[src/rtl/quantize.sv]
// quantize: two-stage shift/round/saturate stage that narrows a signed
// accumulator result (ARGW bits) to a signed output word (RESW bits).
// S1 holds the arithmetically shifted value, S2 holds the clipped result.
// Build option: define QUANTIZE_ROUND_EN to round half up before shifting;
// without it S1 truncates toward minus infinity.
module quantize #(
    parameter int ARGW  = 40,
    parameter int RESW  = 16,
    parameter int SHIFT = 8
) (
    input  logic            clk,
    input  logic            rst,
    input  logic            arg_valid,
    input  logic [ARGW-1:0] arg_data,
    output logic            arg_ready,
    output logic            res_valid,
    output logic [RESW-1:0] res_data,
    input  logic            res_ready,
    output logic            res_sat,
    output logic            overflow
);

    // The guard bits are S1 bits [ARGW:RESW-1]; they must all equal the
    // sign bit for the value to fit in RESW bits.
    localparam int GUARDW = ARGW - RESW + 2;

    localparam logic [RESW-1:0] RES_MAX = {1'b0, {(RESW-1){1'b1}}};
    localparam logic [RESW-1:0] RES_MIN = {1'b1, {(RESW-1){1'b0}}};

`ifdef QUANTIZE_ROUND_EN
    localparam int ROUND_POS = (SHIFT > 0) ? SHIFT - 1 : 0;
    localparam logic [ARGW:0] ROUND_ADD =
        (SHIFT > 0) ? ((ARGW+1)'(1) << ROUND_POS) : '0;
`else
    localparam logic [ARGW:0] ROUND_ADD = '0;
`endif

    // Pipeline state
    logic            s1Valid_q, s1Valid_d;
    logic [ARGW:0]   s1Data_q,  s1Data_d;
    logic            s2Valid_q, s2Valid_d;
    logic [RESW-1:0] s2Data_q,  s2Data_d;
    logic            s2Sat_q,   s2Sat_d;
    logic            overflow_q, overflow_d;

    // Handshake and datapath intermediates
    logic                 s2Adv;
    logic                 s1Adv;
    logic [ARGW:0]        argExt;
    logic [ARGW:0]        roundSum;
    logic signed [ARGW:0] shiftVal;
    logic [GUARDW-1:0]    guardBits;
    logic                 inRange;
    logic [RESW-1:0]      clipData;

    // S2 moves whenever its slot is free or being drained; S1 moves when
    // S2 takes its contents or when S1 has nothing to hand over.
    always_comb begin
        s2Adv     = !s2Valid_q || res_ready;
        s1Adv     = s2Adv || !s1Valid_q;
        arg_ready = s1Adv;
    end

    // Sign-extend by one bit first so the rounding add can never wrap,
    // then shift arithmetically to drop the fractional bits.
    always_comb begin
        argExt   = {arg_data[ARGW-1], arg_data};
        roundSum = argExt + ROUND_ADD;
        shiftVal = $signed(roundSum) >>> SHIFT;
    end

    // Clip the S1 value to the RESW range; out of range when the guard
    // bits are not a pure sign extension.
    always_comb begin
        guardBits = s1Data_q[ARGW:RESW-1];
        inRange   = (&guardBits) || !(|guardBits);
        if (inRange) begin
            clipData = s1Data_q[RESW-1:0];
        end else if (s1Data_q[ARGW]) begin
            clipData = RES_MIN;
        end else begin
            clipData = RES_MAX;
        end
    end

    // Next-state for both stages and the sticky overflow flag.
    always_comb begin
        s1Valid_d  = s1Valid_q;
        s1Data_d   = s1Data_q;
        s2Valid_d  = s2Valid_q;
        s2Data_d   = s2Data_q;
        s2Sat_d    = s2Sat_q;
        overflow_d = overflow_q;

        if (s1Adv) begin
            s1Valid_d = arg_valid;
            if (arg_valid) begin
                s1Data_d = shiftVal;
            end
        end

        if (s2Adv) begin
            s2Valid_d = s1Valid_q;
            s2Sat_d   = s1Valid_q && !inRange;
            if (s1Valid_q) begin
                s2Data_d = clipData;
            end
            if (s1Valid_q && !inRange) begin
                overflow_d = 1'b1;
            end
        end
    end

    // State registers; reset empties the pipeline and clears the flags.
    always_ff @(posedge clk or posedge rst) begin
        if (rst) begin
            s1Valid_q  <= 1'b0;
            s1Data_q   <= '0;
            s2Valid_q  <= 1'b0;
            s2Data_q   <= '0;
            s2Sat_q    <= 1'b0;
            overflow_q <= 1'b0;
        end else begin
            s1Valid_q  <= s1Valid_d;
            s1Data_q   <= s1Data_d;
            s2Valid_q  <= s2Valid_d;
            s2Data_q   <= s2Data_d;
            s2Sat_q    <= s2Sat_d;
            overflow_q <= overflow_d;
        end
    end

    // Outputs come straight from S2 registers.
    always_comb begin
        res_valid = s2Valid_q;
        res_data  = s2Data_q;
        res_sat   = s2Sat_q;
        overflow  = overflow_q;
    end

endmodule

[config.mk]
export PLATFORM = sky130hd
export DESIGN_NAME = quantize
export DESIGN_NICKNAME = d
export VERILOG_FILES = /design/src/rtl/quantize.sv
export SDC_FILE = /design/constraint.sdc
export NUM_CORES = 1
export LEC_CHECK = 0
export ABC_AREA = 1
export ABC_CLOCK_PERIOD_IN_PS = 4400
export CAP_MARGIN = 20
export CORE_MARGIN = 2
export CORE_UTILIZATION = 55
export CTS_BUF_LIST = sky130_fd_sc_hd__clkbuf_8
export CTS_CLUSTER_DIAMETER = 200
export DETAILED_ROUTE_END_ITERATION = 8
export DONT_BUFFER_PORTS = 1
export PLACE_DENSITY = 0.7
export SLEW_MARGIN = 15
export SYNTH_ARGS = -nofsm -noshare
export SYNTH_HDL_FRONTEND = slang
export SYNTH_SLANG_ARGS = --single-unit
[constraint.sdc]
create_clock -name clk -period 4.4 [get_ports clk]
set_clock_uncertainty 0.15 [all_clocks]
set_input_delay 0.44 -clock clk [delete_from_list [all_inputs] [get_ports clk]]
set_output_delay 0.44 -clock clk [all_outputs]
set_load 0.02 [all_outputs]
### Yosys cells after proc, flatten, opt, wreduce, memory -nomap -nowiden

Index checks and enable logic that the tools add are counted.

| storage, ports and cells | value |
|---|---|
| flip-flop bits (word level) | 52 |
| input port bits | 44 |
| output and inout port bits | 20 |
| logic and storage cells | 21 |

| operators by class | value |
|---|---|
| multiplexer cells | 2 |
| reduce and logical (&&, ||, !) cells | 13 |

Operators with widths:

| operator | count |
|---|---|
| 16-bit 2-to-1 mux | 2 |
| 26-bit AND reduction | 1 |
| 26-bit OR reduction | 1 |
| 2-bit AND reduction | 3 |
| 1-bit logical NOT | 4 |
| 1-bit logical OR | 3 |
| 1-bit logical AND | 1 |

### Logic depth before layout (Yosys ltp)

Gate-level depths: netlist (run 1).

| depth | value |
|---|---|
| word-level depth | 6 |
| mapped depth | 9 |
| depth with buffers taken out | 8 |

### Worst setup path before layout (run 1)

Ideal clock, no wire load.

| timing path | value |
|---|---|
| kind | register to register |
| start | register s2Valid_q, in the netlist res_valid |
| end | register s1Data_q[10] |
| library setup time | 0.125 ns |
| arrival time | 1.382 ns |
| data required time | 4.125 ns |
| slack | 2.743 ns |
| cell stages (with the launch flop) | 7 |
| path buffers | 1 |
| clock period less this slack | 1.657 ns |
| cell sequence | dfrtp_1 -> inv_1 -> nor2_4 -> nand2_4 -> nand2_4 -> buf_6 -> mux2_2 |

| between the ends | value |
|---|---|
| longest elaborated chain between the ends | 4 |

RTL lines:

| item | RTL line | text |
|---|---|---|
| from (decl) | 41 | `logic s2Valid_q, s2Valid_d;` |
| from (signal assigned) | 126 | `s2Valid_q <= s2Valid_d;` |
| 1-bit logical NOT | 59 | `s2Adv = !s2Valid_q \|\| res_ready;` |
| 1-bit logical OR | 59 |  |
| 1-bit logical OR | 60 | `s1Adv = s2Adv \|\| !s1Valid_q;` |
| net arg_ready | 15 | `output logic arg_ready,` |
| 2-bit AND reduction (no line) | -- |  |
| to (signal assigned) | 125 | `s1Data_q <= s1Data_d;` |
| to (decl) | 40 | `logic [ARGW:0] s1Data_q, s1Data_d;` |

The timed path passes the listed nets, and every way through them passes these cells.
A chain may end at the register's enable or synchronous reset.

### Worst setup path in the final report (run 1)

| timing path | value |
|---|---|
| start | register s2Valid_q, in the netlist res_valid |
| end | register s1Data_q[11] |

Same word-level chain as after synthesis.

==> results of run 1 <==
-- worst min-delay path by stage --
| stage | from | to | slack, ns | depth (start not counted) |
|---|---|---|---|---|
| 3_3_place_gp | s1Data_q[14] | s1Data_q[14] | 0.33 | 1 |
| 5_1_grt | res_ready | res_valid | 0.11 | 1 |
| 6_report | res_ready | res_valid | 0.1 | 1 |
| 2_1_floorplan | s1Data_q[0] | s1Data_q[0] | 0.31 | 1 |
| 3_5_place_dp | s1Data_q[14] | s1Data_q[14] | 0.33 | 1 |
| 4_1_cts | res_ready | res_valid | 0.09 | 1 |
-- layer usage --
metal	GRT usage [%]	up-vias
met3	5.592	5
li1	-	632
met2	31.37	34
met4	6.000	0
met5	0	-
met1	19.04	651
-- power by group through the flow --
stage               Clock [mW]  Combinational [mW]  Sequential, mW
floorplan                    0               0.157           0.689
global placement             0               0.167           0.704
detailed placement           0               0.175           0.709
CTS                      0.287               0.176           0.699
global route             0.305               0.197           0.711
finish                   0.275               0.175           0.698
-- state kept, by name, summed over array words and instances, names as in the netlist --
name and flops:
res_data 16, res_sat 1, s1Valid_q 1, s1Data_q 32, res_valid 1, overflow 1
-- layout by cell type, fill, tap and decap left out --
master         instances
mux2_2                23
nor2_1                24
buf_16                 1
nand4_1                1
nor3_1                 1
nor2_4                 2
inv_1                  6
clkbuf_8               7
dfrtp_1               52
dlygate4sd3_1          1
a21oi_2               10
nor2_2                 7
o21ai_0                1
nand3_1                2
mux2_1                 8
a21oi_1                7
nand2_2               11
nor3_4                 1
nand3_2                1
nand2_1               26
inv_2                  2
nand2_4                3
-- critical path, stage by stage, from the launching register on --
cell	delay, ns
dfrtp_1	0.46
inv_1	0.12
nor2_4	0.17
nand2_4	0.11
nand2_4	0.36
mux2_2	0.39
-- timing repair --
action	CTS	global route
endpoints found under the setup margin	0	0
hold buffers	0	1
resized for setup	0	0
hold endpoints to repair	0	27
buffers inserted	0	0
-- area by class of cell --
cell class	instances	share of cell area [%]
clock buffer	7	4.000
inverter	8	1.247
multi-input combinational	128	36.57
sequential	52	54.03
tap	50	2.597
timing repair buffer	2	1.558
-- kinds of logic after synthesis --
kind of cell / count (synthesis)
flip-flops: 52
AND/OR/NAND/NOR: 79
buffers and inverters: 14
multiplexers: 31
AO/OA/AOI/OAI: 18
==> results.yml, run 1 <==
outcome:
  outcome: "finished, final reports clean"
floorplanning:
  start_util_pct: 57.05
  io-pin-count: 64
  fp.dieH_um: 68.42
  rows: 23
  die_width_um: 68.42
  dieArea_mm2: 0.004681
  core-area_mm2: 0.004000
logic_synthesis:
  synthTopCellsByArea: "dfrtp_1 57%, mux2_2 11%, nand2_1 4.3%"
  yosysUniqueCellTypes: 22
  synth_compound_gate_area_share_pct: 5.592
  synthXorXnorAreaFrac_pct: 0
  synth_top_family_by_area: "simple AND/OR/NAND/NOR gates"
  syn_area_mm2: 0.002282
  synth_top_area_share_pct: 57.02
  synth.net_count: 238
  syn_avg_cell_area_um2: 11.76
  muxShareOfSynthArea_pct: 15.30
  synthCells: 194
  synthArstFlopShare_pct: 100.0
  synth_commonest_cells: "52 x dfrtp_1, 26 x nand2_1, 24 x nor2_1"
  synthFlopType: "dfrtp_1"
  ys_seq_area_share_pct: 57.02
  synth_edf_count: 0
  synth-simple-area-share_pct: 17.71
  synth_largest_area_cell: "dfrtp_1"
  synth_most_common_cell: "dfrtp_1"
  synth_seq_cells: 52
  synthAdderAreaFrac_pct: 0
  ys.warnings.count: 0
power_and_ir_drop:
  p_clk_share_pct: 24.0
  p_sw_mw: 0.3563
  p_int_mw: 0.7925
  power_density_mw_per_mm2: 477.0
  pwr-share-comb_pct: 15.3
  total_power_mw: 1.149
  max-vdd-ir-drop_uv: 234.9
  p_leak_nw: 1.006
  power_frac_seq_pct: 60.7
  sw_frac_of_total_pct: 31.02
final_layout:
  fin_nets: 241
  register_area_mm2: 0.001301
  fillers: 337
  stdcell_count: 247
  multi_input_area_um2: 880.8
  drive_gt1_share_pct: 34.52
  fin_area_mm2: 0.002409
  fin_util_pct: 60.21
  area_growth_pct: 5.537
  diodes: 0
drt:
  drt_iter0_drc: 76
  wl_met2_mm: 2.014
  detail_route.wl_per_cell_um: 15.40
  met1_length_mm: 1.522
  drt-total-wl_mm: 3.804
  drc_errors: 0
  wl_met3_um: 225
  vias_per_cell: 5.352
  top_layer: "met4"
  vias: 1322
  postRouteAntennaNets: 0
  first_pass_iters: 4
cts:
  cts_root_buf: "clkbuf_8"
  cts_buffer_depth: 2
  clock_sinks: 52
  cts_buffers: 5
  clk_latency_ns: 0.29
  htreeDepth: 2
  clkSlewWorstSetupHoldPaths_ns: 0.08
  cts_tree: "built"
setup_path:
  cp.required_ns: 4.42
  crit_type: "flop to flop"
  cp_max_fo: 35
  critPathLaunchType: "flop"
  r2r-end: "s1Data_q[11]"
  startpoint: "res_valid"
  rrSetupSlack_ns: 2.51
  endpoint: "s1Data_q[11]"
  regToRegStartpoint: "res_valid"
  endpoint_kind: "flop"
  critPathArrivalTime_ns: 1.92
  worstRegToRegCells: 5
placed_design:
  dp_hpwl_mm: 2.763
  pre_cts_ws_ns: 2.504
  placed_cell_area_mm2: 0.002275
  gp_congestion: 0.7461
  place_inst: 238
  io_buffer_count: 0
timing:
  fin_setup_tns_ns: 0
  setup_ws_ns: 2.508
  finalHoldViolCount: 0
  period_share_pct: 43.00
  hold_slack_ns: 0.09799
  max_freq_mhz: 528.5
  grt_setup_unrepaired: "no"
  maxSlewViolCount: 0
  period_minus_slack_ns: 1.892
  relSlewSlack_pct: 60.18
  final-setup-viol-count: 0
  worst_slew_pin_slew_ns: 0.5964
global_routing:
  grt_usage_pct: 17.40
  grt_pass1_vias: 1372
  grt_pass1_wl_mm: 5.858
  overflow: 0
  grt_max_degree: 53
  antenna_found_initial: 0
flow_run:
  maxCapViolCount: 0
hold_path:
  hold_path_class: "input pin to flop"
No activity file was read; power rests on OpenSTA's default activity.
==> run 2, diff against run 1 <==
Settings changed: ABC_CLOCK_PERIOD_IN_PS 4400 to 1600, PLACE_DENSITY 0.7 to 0.73.
Clock period 4.4 ns to 1.6 ns, I/O delays scaled along.
==> run 2 against run 1 <==
Against the previous run:
- setup slack worse by 2.4 ns
- non-clock buffer count rose by 43
- count of clock-buffer cells in the layout decreased by 2
- critical path type unchanged
- core utilization rose by 13 points
- register-to-register slack got worse by 2.4 ns
- maximum frequency is 26% higher
- highest routed layer unchanged
- die area stayed put
- design area increased by 22%
- clock power grew to 3.2 times the previous value
- sequential share of layout area shrank 9.5 points
- critical path depth increased by 4
- largest cell class unchanged
==> results.yml, run 2 (same netlist as run 1, synthesis figures left out) <==
drt:
  first_pass_iters: 4
  postRouteAntennaNets: 0
  drt-total-wl_mm: 4.481
  drc_errors: 0
  detail_route.wl_per_cell_um: 15.35
  drt_iter0_drc: 82
  vias_per_cell: 5.113
  vias: 1493
setup_path:
  rrSetupSlack_ns: 0.1
  endpoint_kind: "flop"
  endpoint: "res_data[11]"
  r2r-end: "res_data[11]"
  crit_type: "flop to flop"
  regToRegStartpoint: "s1Data_q[26]"
  critPathArrivalTime_ns: 1.55
  critPathLaunchType: "flop"
  startpoint: "s1Data_q[26]"
  cp.required_ns: 1.64
  cp_max_fo: 7
  worstRegToRegCells: 9
placed_design:
  gp_congestion: 0.7765
  placed_cell_area_mm2: 0.002397
  dp_hpwl_mm: 2.969
  io_buffer_count: 0
  place_inst: 247
  pre_cts_ws_ns: 0.05780
floorplanning:
  rows: 23
  io-pin-count: 64
  die_width_um: 68.42
  fp.dieH_um: 68.42
  core-area_mm2: 0.004000
  start_util_pct: 57.05
  dieArea_mm2: 0.004681
cts:
  clk_latency_ns: 0.30
  cts_tree: "built"
  clock_sinks: 52
  cts_root_buf: "clkbuf_8"
  cts_buffer_depth: 2
  clkSlewWorstSetupHoldPaths_ns: 0.09
  htreeDepth: 2
  cts_buffers: 5
outcome:
  outcome: "finished, final reports clean"
timing:
  finalHoldViolCount: 0
  hold_slack_ns: 0.009643
  fin_setup_tns_ns: 0
  final-setup-viol-count: 0
  max_freq_mhz: 665.2
  period_share_pct: 93.96
  grt_setup_unrepaired: "yes"
  period_minus_slack_ns: 1.503
  relSlewSlack_pct: 64.75
  worst_slew_pin_slew_ns: 0.5277
  setup_ws_ns: 0.09661
  maxSlewViolCount: 0
power_and_ir_drop:
  total_power_mw: 3.443
  pwr-share-comb_pct: 18.9
  power_frac_seq_pct: 55.9
  max-vdd-ir-drop_uv: 891.5
  power_density_mw_per_mm2: 1176
  p_int_mw: 2.378
  sw_frac_of_total_pct: 30.93
  p_clk_share_pct: 25.2
  p_leak_nw: 1.223
  p_sw_mw: 1.065
final_layout:
  area_growth_pct: 28.29
  final_common_cell: "dfrtp_1"
  drive_gt1_share_pct: 35.54
  diodes: 0
  mostFrequentLayoutCells: "51 x dfrtp_1, 35 x dlygate4sd3_1, 26 x nand2_1"
  fin_nets: 285
  largest_register: "s1Data_q"
  fin_area_mm2: 0.002928
  stdcell_count: 292
  fin_util_pct: 73.19
  largest_register_ffs: 32
global_routing:
  antenna_found_initial: 0
  use_met1_pct: 24.13
  overflow: 0
  grt.busiest_layer: "met2"
  use_met2_pct: 37.26
  grt_pass1_wl_mm: 6.906
  grt_usage_pct: 20.57
  grt_pass1_vias: 1533
  use_met3_pct: 4.605
  grt_max_degree: 31
hold_path:
  min_path_cells: 4
  hold_path_class: "input pin to flop"
flow_run:
  maxCapViolCount: 0
-- run 2: layer usage --
metal	vias to the layer above	routed length, µm
li1	730	-
met1	724	1789
met2	34	2454
met3	5	192
met4	0	44
met5	-	0
-- run 2: worst min path at each step --
stage,slack [ns],to,from
floorplan,0.07,overflow,rst
global placement,-0.07,s1Data_q[27],rst
detailed placement,-0.06,s1Data_q[27],rst
CTS,0.004,res_sat,res_ready
global route,0.03,s1Valid_q,res_ready
finish,0.01,res_sat,res_ready
-- run 2: critical path: stages (launching register included) --
cell and delay, ns:
dfrtp_1 0.42, nor2_2 0.13, nand2_1 0.06, nor2_1 0.12
nand2_1 0.08, nand2_1 0.06, nand2_1 0.06, inv_2 0.10
clkbuf_16 0.16, a21oi_2 0.05
-- run 2: repair_timing --
| action | CTS | global route |
|---|---|---|
| hold buffers | 35 | 0 |
| resized for setup | 0 | 8 |
| buffers inserted | 0 | 0 |
| endpoints found under the hold margin | 85 | 0 |
| setup endpoints to repair | 0 | 8 |
-- run 2: final cells by class --
type | count | area, µm²
clock buffer | 5 | 68.82
clock inverter | 3 | 38.79
fill | 266 | 1072
inverter | 8 | 33.78
multi-input combinational | 129 | 928.4
sequential | 52 | 1303
tap | 50 | 62.56
timing repair buffer | 45 | 493.0
-- run 2: power by group through the flow --
stage	logic (mW)	clock network [mW]	registers [mW]
final	0.652	0.867	1.92
after global routing	0.721	0.934	1.96
after CTS	0.622	0.880	1.92
after detailed placement	0.553	0	1.95
after global placement	0.526	0	1.93
after floorplan	0.434	0	1.90
